===== src/rtl/counter_updown_param.sv =====
// Parametrised up/down counter with prescaler, wrap/saturate limits, clear, load,
// compare match and a registered terminal-count pulse.
module counter_updown_param #(
    parameter int               WIDTH     = 16,
    parameter logic [WIDTH-1:0] RESET_VAL = '0,
    parameter int               PRESCALE  = 1,
    parameter int               SATURATE  = 0
) (
    input  logic             clk,
    input  logic             rst_async,
    input  logic             en,
    input  logic             clr,
    input  logic             load,
    input  logic [WIDTH-1:0] load_val,
    input  logic             up_dn,
    input  logic [WIDTH-1:0] cmp_val,
    output logic [WIDTH-1:0] count,
    output logic             tc,
    output logic             cmp_match
);

    localparam int               PRE_W    = (PRESCALE > 1) ? $clog2(PRESCALE) : 1;
    localparam logic [PRE_W-1:0] PRE_LAST = PRE_W'(PRESCALE - 1);
    localparam logic [WIDTH-1:0] CNT_MAX  = '1;

    logic [PRE_W-1:0] pre, pre_nxt;
    logic [WIDTH-1:0] count_nxt;
    logic             tc_nxt;
    logic             step;
    logic             at_lim;

    // With PRESCALE=1 pre is stuck at 0 == PRE_LAST, so every enabled cycle steps.
    assign step   = en && (pre == PRE_LAST);
    assign at_lim = up_dn ? (count == CNT_MAX) : (count == '0);

    always_comb begin
        count_nxt = count;
        pre_nxt   = pre;
        tc_nxt    = 1'b0;
        if (clr) begin
            count_nxt = RESET_VAL;
            pre_nxt   = '0;
        end else if (load) begin
            count_nxt = load_val;
            pre_nxt   = '0;
        end else if (step) begin
            pre_nxt = '0;
            tc_nxt  = at_lim;
            if (at_lim)
                count_nxt = (SATURATE != 0) ? count : (up_dn ? '0 : CNT_MAX);
            else
                count_nxt = up_dn ? count + 1'b1 : count - 1'b1;
        end else if (en) begin
            pre_nxt = pre + 1'b1;
        end
    end

    always_ff @(posedge clk or posedge rst_async) begin
        if (rst_async) begin
            count <= RESET_VAL;
            pre   <= '0;
            tc    <= 1'b0;
        end else begin
            count <= count_nxt;
            pre   <= pre_nxt;
            tc    <= tc_nxt;
        end
    end

    assign cmp_match = (count == cmp_val);

endmodule


===== config.mk =====
export PLATFORM = sky130hd
export DESIGN_NAME = counter_updown_param
export DESIGN_NICKNAME = d
export VERILOG_FILES = /design/src/rtl/counter_updown_param.sv
export SDC_FILE = /design/constraint.sdc
export NUM_CORES = 1
export LEC_CHECK = 0
export CORE_MARGIN = 8
export CORE_UTILIZATION = 44
export DETAILED_ROUTE_END_ITERATION = 7
export HOLD_SLACK_MARGIN = 0.06
export PLACE_DENSITY = 0.85
export REMOVE_ABC_BUFFERS = 1
export SLEW_MARGIN = 20
export SYNTH_ARGS = -nofsm -noshare
export SYNTH_HDL_FRONTEND = slang
export SYNTH_SLANG_ARGS = --single-unit

===== constraint.sdc =====
create_clock -name clk -period 3.15 [get_ports clk]
set_clock_uncertainty 0.05 [all_clocks]
set_input_delay 0.315 -clock clk [delete_from_list [all_inputs] [get_ports clk]]
set_output_delay 0.315 -clock clk [all_outputs]
set_load 0.05 [all_outputs]

======== After elaboration in Yosys (flattened, before gate mapping) ========
Cells that the tools add are included.
storage, ports and cells
  bits in registers ....................... 18
  output and inout port bits .............. 18
  word-level logic and storage cells ...... 27
cells by class
  $add $sub $neg .......................... 3
  equal/unequal tests ..................... 2
  muxes and demuxes ....................... 14
  bitwise gates (word level) .............. 1
  reduce and logical (&&, ||, !) cells .... 4
operators with widths
  kind                   count
  $mux 16                6
  $add 16x1->16 const B  1
  $eq 16x16->1           1
  $eq 16x16->1 const B   1
  $logic_not 16->1       1
  $sub 16x1->16 const B  1
  $mux 1                 8
  $reduce_bool 4->1      1
  $reduce_bool 3->1      1
  $add 1x1->1 const B    1
  $logic_and 1x1->1      1
  $not 1->1              1

======== Depth between registers and ports, before layout ========
  depth in word-level cells ............... 6
  gate-level depth with buffers ........... 10
  mapped depth without buffers ............ 9

======== Worst setup path after synthesis ========
Ideal clock, no wire load.
  path kind ............................... reg-to-output
  start point ............................. reg count[0]
  end point ............................... out cmp_match
  arrival time ............................ 2.627 ns
  data required time ...................... 2.785 ns
  path slack .............................. 0.158 ns
  cell stages (with the launch flop) ...... 5
  path buffers ............................ 1
  path through ............................ dfrtp_1 buf_2 xnor2_1 nand4_1 nor4_1
between the ends
  word-level cells in the longest chain between the ends .. 1
RTL lines
  what                    line  RTL
  start, declared         17    output logic [WIDTH-1:0] count,
  start signal, assigned  64    count <= count_nxt;
  $eq 16x16->1            70    assign cmp_match = (count == cmp_val);
  end, declared           19    output logic cmp_match
Every way passes these cells.

======== Final worst setup path ========
  start point ............................. in up_dn
  end point ............................... reg count[10]
between the ends
  word-level cells in the longest chain between the ends .. 5
  elaborated cells between the ends (all ways) .. 7
RTL lines
  what                                   line  RTL
  start, declared                        15    input logic up_dn,
  $mux 16, or another cell as far along  52    count_nxt = up_dn ? count + 1'b1 : count - 1'b1;
  $mux 16 *                              49    if (at_lim)
  $mux 16 *                              46    end else if (step) begin
  $mux 16 *                              43    end else if (load) begin
  $mux 16 *                              40    if (clr) begin
Mark *: on every way between the ends. The rest lies on a longest branch, timed or not. The select of a mux whose other input is x is not followed.
A chain may end at the register's enable or synchronous reset.

==> flow_metrics.py <==
metrics = {
    "route": {
        "vias": 2183,
        "ant_nets": 0,
        "drc_errors": 0,
        "drt-initial-drc-count": 149,
        "wl_per_cell_um": 17.9,
        "first_pass_iters": 4,
        "wl_um": 6430,
        "via_per_inst": 6.08,
    },
    "setup_path": {
        "critPathRequiredTime_ns": 3.24,
        "critPathLaunchType": "input pin",
        "crit_type": "input pin to flop",
        "slowest_delay_ns": 0.42,
        "path_max_fanout": 11,
        "path_delay_family": "compound AO/OA/AOI/OAI gates",
        "path_cells": "clkdlybuf4s50_1, inv_1, ha_1, a21oi_1, o21ai_1, a21oi_2, o31ai_1, xor2_1, a2111oi_0, nor3_1",
        "endpoint_kind": "flop",
        "crit_buf_inv": 2,
        "crit_arrival_ns": 2.89,
        "critPathSlowestCell": "clkdlybuf4s50_1",
    },
    "clock_tree": {
        "clkTransAtPathRegs_ns": 0.08,
        "ctsLongestPathBuffers": 2,
        "cts-resized-gates": 0,
        "clock_latency_ns": 0.26,
        "cts.htree.levels": 1,
        "cts_sinks": 18,
        "cts_tree": "done",
        "cts-buffers-inserted": 3,
        "ctsHoldBuffers": 0,
        "root_buffer": "clkbuf_8",
        "post-cts-setup-buffers": 0,
    },
    "final_layout": {
        "layout_commonest_cell": "clkdlybuf4s50_1",
        "mostFrequentLayoutCells": "clkdlybuf4s50_1, nor2_1, a21oi_1, xnor2_1, nand2_1",
        "areaGrowthSynthToFinish_pct": 37.3,
        "final_nets": 361,
        "antenna_cells": 0,
        "drive_gt1_share_pct": 8.14,
        "fin_cells": 359,
        "final_cell_area_um2": 2640,
    },
    "floorplanning": {
        "start_util_pct": 44.8,
        "dieArea_um2": 6750,
        "die_h_um": 82.1,
        "core_um2": 4290,
        "boundaryPins": 56,
        "die_w_um": 82.1,
        "rows": 24,
    },
    "synth": {
        "synth_ff_type": "dfrtp_1",
        "ys_types": 44,
        "avgSynthCellArea_um2": 7.79,
        "synth_area_um2": 1920,
        "async_flop_share_pct": 100,
        "synth_edf_count": 0,
        "synth-seq-cells": 18,
        "ys_seq_area_share_pct": 23.4,
        "yosys_warnings": 0,
        "synthCells": 247,
    },
    "sta": {
        "clock.fmax_mhz": 358,
        "relSlewSlack_pct": 50.6,
        "setup_violations": 0,
        "period_needed_ns": 2.79,
        "period_share_pct": 88.7,
        "rsz0062_at_grt": "false",
        "whs_ns": 0.419,
        "worst_pin_slew_ns": 0.740,
        "maxSlewViolCount": 0,
        "hold_viol": 0,
        "tns_ns": 0,
    },
    "job": {
        "cap_viol_max_count": 0,
    },
    "place": {
        "place_area_um2": 2590,
        "io_buffer_count": 55,
        "placed_cells": 355,
        "place_congestion": 0.880,
        "hpwl_um": 4960,
    },
    "status": {
        "status": "complete, no violations",
    },
    "grt": {
        "overflow": 0,
        "grt_max_degree": 27,
        "grt_pass1_vias": 2169,
        "grt_pass1_wl_um": 10300,
        "antenna_found_initial": 0,
        "grtUsageTotal_pct": 19.1,
    },
    "power_and_ir_drop": {
        "cellPowerDensity_nw_per_um2": 388,
        "p_leak_nw": 1.07,
        "irDropWorstVdd_mv": 0.218,
    },
    "worst_hold_path": {
        "hold_class": "input pin to asynchronous set/reset pin",
    },
}
[synthesized netlist by cell type, types with 3 or more instances]
library cell	n	share of area, %
nor3_1	7	1.8
nor2b_1	3	0.98
nand4_1	9	2.9
xnor2_1	22	10
ha_1	14	9.1
nor2_1	31	6.0
o21ai_1	17	4.4
inv_1	6	1.2
nand3_1	9	2.3
a21o_1	5	2.0
a21oi_1	23	6.0
nand2_1	20	3.9
dfrtp_1	18	23
a211oi_1	3	1.2
o21ai_0	3	0.78
nor4_1	4	1.3
xor2_1	6	2.7
clkbuf_1	7	1.4
o31ai_1	3	1.2
[final timing paths]
kind	start	slack, ns	to	cells past startpoint
worst max-delay path	up_dn	0.36	count[10]	10
worst min-delay path	rst_async	0.42	count[10]	2
worst max register to register	count[0]	0.64	count[10]	8
worst min register to register	pre	0.51	pre	1
max in group asynchronous	rst_async	2.16	count[3]	2
min in group clk	pre	0.51	pre	1
[cell families after synthesis]
| family | Yosys count | synth area share (%) |
|---|---|---|
| adder cells (fa/ha/maj) | 15 | 10.1 |
| XOR/XNOR | 28 | 12.7 |
| buffers and inverters | 17 | 3.45 |
| multiplexers | 2 | 1.04 |
| flip-flops | 18 | 23.4 |
| AND/OR/NAND/NOR | 93 | 23.6 |
| AO/OA/AOI/OAI | 74 | 25.6 |
[final cells by class]
type	count	area [um2]
inverters	6	22.5
repair buffers	67	641
fillers	370	1650
flip-flops and latches	18	450
well taps	52	65.1
multi-input cells	212	1410
clock buffers	4	55.1
[power by group]
group / leakage, nW / total (mW) / internal (mW) / switching [mW]
registers: 0.238 / 0.304 / 0.252 / 0.0521
logic: 0.799 / 0.519 / 0.230 / 0.289
clock network: 0.0288 / 0.203 / 0.111 / 0.0917
[flip-flops by register name (all words and copies together), names as in the netlist]
name	count
count	16
pre	1
tc	1
[per-layer routing]
metal	global-route usage [%]	share of wire, %
met1	23.5	40
met2	32.5	49
met3	3.79	9.0
met4	6.49	1.4
met5	0	0
[metrics by stage]
stage,total power [mW],worst slack [ns],utilization (%)
floorplan,0.624,0.233,-
global placement,0.804,0.234,60.2
detailed placement,0.817,0.112,60.2
CTS,1.02,0.392,61.5
global route,1.07,0.177,61.5
finish,1.03,0.356,61.5
No activity file was read; power rests on OpenSTA's default activity.
